===== config.mk =====
export PLATFORM = sky130hd
export DESIGN_NAME = light_encoder_7seg
export DESIGN_NICKNAME = d
export VERILOG_FILES = /design/src/rtl/light_encoder_7seg_pkg.sv /design/src/rtl/light_encoder_7seg_bcd7seg.sv /design/src/rtl/light_encoder_7seg_encoder83.sv /design/src/rtl/light_encoder_7seg_light.sv /design/src/rtl/light_encoder_7seg.sv
export SDC_FILE = /design/constraint.sdc
export NUM_CORES = 1
export LEC_CHECK = 0
export BUFFER_PORTS_ARGS = -buffer_cell sky130_fd_sc_hd__buf_4
export CAP_MARGIN = 30
export CORE_MARGIN = 4
export CORE_UTILIZATION = 60
export DETAILED_ROUTE_END_ITERATION = 10
export PLACE_DENSITY = 0.93
export SLEW_MARGIN = 20
export SYNTH_ARGS = -nofsm -noshare
export SYNTH_HDL_FRONTEND = slang
export SYNTH_SLANG_ARGS = --single-unit

===== constraint.sdc =====
create_clock -name clk -period 5.65 [get_ports clk]
set_input_delay 1.13 -clock clk [delete_from_list [all_inputs] [get_ports clk]]
set_output_delay 1.13 -clock clk [all_outputs]
set_load 0.1 [all_outputs]

===== src/rtl/light_encoder_7seg_pkg.sv =====
// Shared constants for the LED / switch / 7-segment demo block.
package light_encoder_7seg_pkg;

  localparam logic [7:0]  SEG_BLANK   = 8'hFF;
  localparam logic [15:0] LIGHT_RESET = 16'h0001;

  // Active-low segments, bit0=a .. bit6=g, bit7=dp (kept off); entry n is digit n.
  localparam logic [15:0][7:0] SEG_TABLE = {
    8'h8E, 8'h86, 8'hA1, 8'hC6, 8'h83, 8'h88, 8'h90, 8'h80,
    8'hF8, 8'h82, 8'h92, 8'h99, 8'hB0, 8'hA4, 8'hF9, 8'hC0
  };

endpackage


===== src/rtl/light_encoder_7seg_bcd7seg.sv =====
// Registered hex-to-7-segment decoder with blanking enable.
module bcd7seg
  import light_encoder_7seg_pkg::*;
(
  input  logic       clk,
  input  logic       rst,
  input  logic [3:0] num,
  input  logic       en,
  output logic [7:0] hex
);

  always_ff @(posedge clk or negedge rst) begin
    if (!rst) hex <= SEG_BLANK;
    else      hex <= en ? SEG_TABLE[num] : SEG_BLANK;
  end

endmodule


===== src/rtl/light_encoder_7seg_encoder83.sv =====
// Registered 8-to-3 priority encoder; highest set request wins, 0 when idle or disabled.
module encoder83 (
  input  logic       clk,
  input  logic       rst,
  input  logic [7:0] x,
  input  logic       en,
  output logic [2:0] y
);

  logic [2:0] pri;

  // Ascending scan so the last (highest) set bit overrides lower ones.
  always_comb begin
    pri = '0;
    for (int i = 0; i < 8; i++)
      if (x[i]) pri = 3'(i);
  end

  always_ff @(posedge clk or negedge rst) begin
    if (!rst) y <= '0;
    else      y <= en ? pri : 3'd0;
  end

endmodule


===== src/rtl/light_encoder_7seg_light.sv =====
// Running light: one lit LED rotating left once every LIGHT_DIV cycles.
module light
  import light_encoder_7seg_pkg::*;
#(
  parameter int LIGHT_DIV = 5_000_000
) (
  input  logic        clk,
  input  logic        rst,
  output logic [15:0] led
);

  localparam int            CW   = $clog2(LIGHT_DIV);
  localparam logic [CW-1:0] LAST = CW'(LIGHT_DIV - 1);

  logic [CW-1:0] cnt;

  always_ff @(posedge clk or negedge rst) begin
    if (!rst) begin
      cnt <= '0;
      led <= LIGHT_RESET;
    end else if (cnt == LAST) begin
      cnt <= '0;
      led <= {led[14:0], led[15]};
    end else begin
      cnt <= cnt + CW'(1);
    end
  end

endmodule


===== src/rtl/light_encoder_7seg.sv =====
// Board demo: running light on ledr, switch priority encoder shown on seg0.
module light_encoder_7seg
  import light_encoder_7seg_pkg::*;
#(
  parameter int LIGHT_DIV = 5_000_000
) (
  input  logic        clk,
  input  logic        rst,
  input  logic [9:0]  sw,
  output logic [15:0] ledr,
  output logic [7:0]  seg0
);

  logic [2:0] y;

  light #(.LIGHT_DIV(LIGHT_DIV)) u_light (
    .clk (clk),
    .rst (rst),
    .led (ledr)
  );

  encoder83 u_enc (
    .clk (clk),
    .rst (rst),
    .x   (sw[7:0]),
    .en  (sw[8]),
    .y   (y)
  );

  bcd7seg u_seg (
    .clk (clk),
    .rst (rst),
    .num ({1'b0, y}),
    .en  (sw[9]),
    .hex (seg0)
  );

endmodule


==> results.yml <==
clock_network:
  cts-resized-gates: 0
  htreeDepth: 2
  cts.clk_slew.worst_paths_ns: 0.09
  post_cts.repair.setup_buffers: 0
  cts_tree: "built"
  cts-root-buf: "clkbuf_8"
  clk_path_buf_depth: 2
  clk-insertion-delay-late_ns: 0.30
  cts.sinks: 49
  numCtsBuffers: 5
  hold_buffers: 0
critical_path:
  cp-end-kind: "output port"
  crit_path_max_fanout: 3
  slowest_stage: "dfstp_2"
  path_cells: "buf_4"
  cp_top_family: "flip-flops"
  critPathKind: "reg -> out"
  crit_arrival_ns: 1.18
  required_ns: 4.52
  timing.critical_path.from_type: "flip-flop"
  slowest_delay_ns: 0.57
  crit_buf_inv: 1
floorplan:
  core_um2: 3740
  rows: 22
  die_y_um: 70.9
  initial_core_util_pct: 63.5
  fp.dieW_um: 70.9
  io_pins: 36
  design.die.area_um2: 5030
routing:
  firstDrtPassIters: 4
  drc_errors: 0
  vias: 1656
  drt-initial-drc-count: 101
  vias_per_cell: 5.91
  antenna_left: 0
  drt_wl_total_um: 4720
  routedWlPerCell_um: 16.8
power_and_ir_drop:
  power_density_nw_per_um2: 244
  ir_drop_mv: 0.174
  cellLeakagePower_nw: 1.28
  fin_total_pwr_uw: 672
run:
  drv_cap: 0
sta:
  fmax_mhz: 434
  finClkSkew_ns: 0.00754
  worst_pin_slew_ns: 0.578
  rsz0062_at_grt: "no"
  tns_ns: 0
  drv_slew: 0
  hold_slack_ns: 0.522
  period_share_pct: 40.8
  fin_ws_ns: 3.34
  hold_viol: 0
  min_period_ns: 2.31
  setup_viol: 0
  relSlewSlack_pct: 61.5
cells_and_area:
  diodes: 0
  fin_nets: 249
  fin_util_pct: 73.5
  drive_above_1_share_pct: 31.9
  syn2layout_area_growth_pct: 15.7
grt:
  antenna_found_initial: 0
  grt_pass1_wl_um: 7870
  grt_usage_pct: 20.1
  gr-total-overflow: 0
  grt_pass1_vias: 1677
  grt_max_degree: 50
min_path:
  hold_path.class: "reg -> reg"
outcome:
  status: "finished clean"
synth:
  synth.yosys.warnings: 0
  avgSynthCellArea_um2: 12.1
  synth_ff_type: "dfrtp_1"
  ys_ff_latch: 49
  synth_edf_count: 0
  ys_types: 47
  synth.cell_area_um2: 2380
  yosysSeqAreaShare_pct: 52.0
  synthArstFlopShare_pct: 100
  syn_nets: 214
  syn_inst: 196
placement:
  gp_congestion: 0.887
  port_buffers: 33
  place_hpwl_um: 3190
  dp_slack_ns: 3.58
## logic make-up after synthesis
group                    share of synthesized area, %
multiplexers                                     10.0
adder cells (fa/ha/maj)                          3.16
other                                           0.158
XOR/XNOR                                         5.90
flip-flops                                       52.0
AND/OR/NAND/NOR                                  20.9
buffers and inverters                            3.00
AO/OA/AOI/OAI                                    4.90
## where the power goes
group,switching [mW],internal [mW]
logic,0.0501,0.0146
registers,0.00347,0.359
clock network,0.112,0.133
## routing by layer
| metal | vias to the layer above | part of all wire [%] | GRT usage [%] |
|---|---|---|---|
| li1 | 763 | - | - |
| met1 | 816 | 39 | 23.3 |
| met2 | 69 | 54 | 36.7 |
| met3 | 8 | 5.7 | 4.69 |
| met4 | 0 | 1.5 | 6.47 |
| met5 | - | 0 | 0 |
## cell type report
class,instances,area [um^2]
fillers,236,993
clock inverters,2,38.8
clock buffers,6,72.6
inverters,5,18.8
repair buffers,34,255
multi-input cells,136,1070
well taps,48,60.1
flip-flops and latches,49,1240
## Yosys cell counts (2+ instances only)
cell      count  area share, %
and3_1        3           0.79
o21bai_1      2           0.63
nor2b_1       4            1.1
and4_1        2           0.74
buf_6         2           0.95
o21ai_0       6            1.3
nor3_1        4           0.84
nand4_1       5            1.3
mux2_1        3            1.4
dfrtp_1      41             43
a21oi_1       4           0.84
ha_1          6            3.2
mux2_4       10            6.3
clkbuf_1      2           0.32
mux2_2        3            1.4
nor4_4        2            1.8
nand2_1      14            2.2
nor2_1       11            1.7
inv_1         5           0.79
mux2i_1       2           0.84
xor2_1        4            1.5
nand3_1      14            2.9
xnor2_1      12            4.4
nor4_1        5            1.3
dfstp_2       8            8.8
## layout by cell type, fill, tap and decap left out, types with 3 or more instances in the layout
cell type and instances:
dfrtp_1 41, buf_4 34, nand2_1 14, nand3_1 14, xnor2_1 12, nor2_1 11, mux2_4 10, dfstp_2 8
o21ai_0 6, ha_1 6, inv_1 5, nand4_1 5, nor4_1 5, clkbuf_8 5, nor3_1 4, nor2b_1 4
a21oi_1 4, xor2_1 4, and3_1 3, mux2_1 3, mux2_2 3
## state kept, by name, indices dropped and copies added, names as in the netlist
signal	count
u_seg.hex	7
u_light.cnt	23
u_enc.y	3
u_light.led	16
## stage by stage
stage,std cells,instance area [um^2]
global placement,272,2640
detailed placement,272,2640
finish,280,2750
floorplan,196,2380
CTS,280,2750
global route,280,2750
## worst paths after layout
check                                                  from                     endpoint  slack [ns]  cells past startpoint
worst max-delay path             u_light.led[0]$_DFFE_PN1N_                      ledr[0]        3.34                      1
worst min-delay path            u_light.led[12]$_DFFE_PN0N_  u_light.led[12]$_DFFE_PN0N_        0.52                      1
worst max register to register     u_light.cnt[0]$_DFF_PN0_   u_light.led[1]$_DFFE_PN0N_        3.52                      5
worst min register to register  u_light.led[12]$_DFFE_PN0N_  u_light.led[12]$_DFFE_PN0N_        0.52                      1
max in group asynchronous                               rst    u_light.cnt[20]$_DFF_PN0_        4.43                      1
min in group asynchronous                               rst     u_light.cnt[7]$_DFF_PN0_        0.82                      1
No activity file was read; power rests on OpenSTA's default activity.
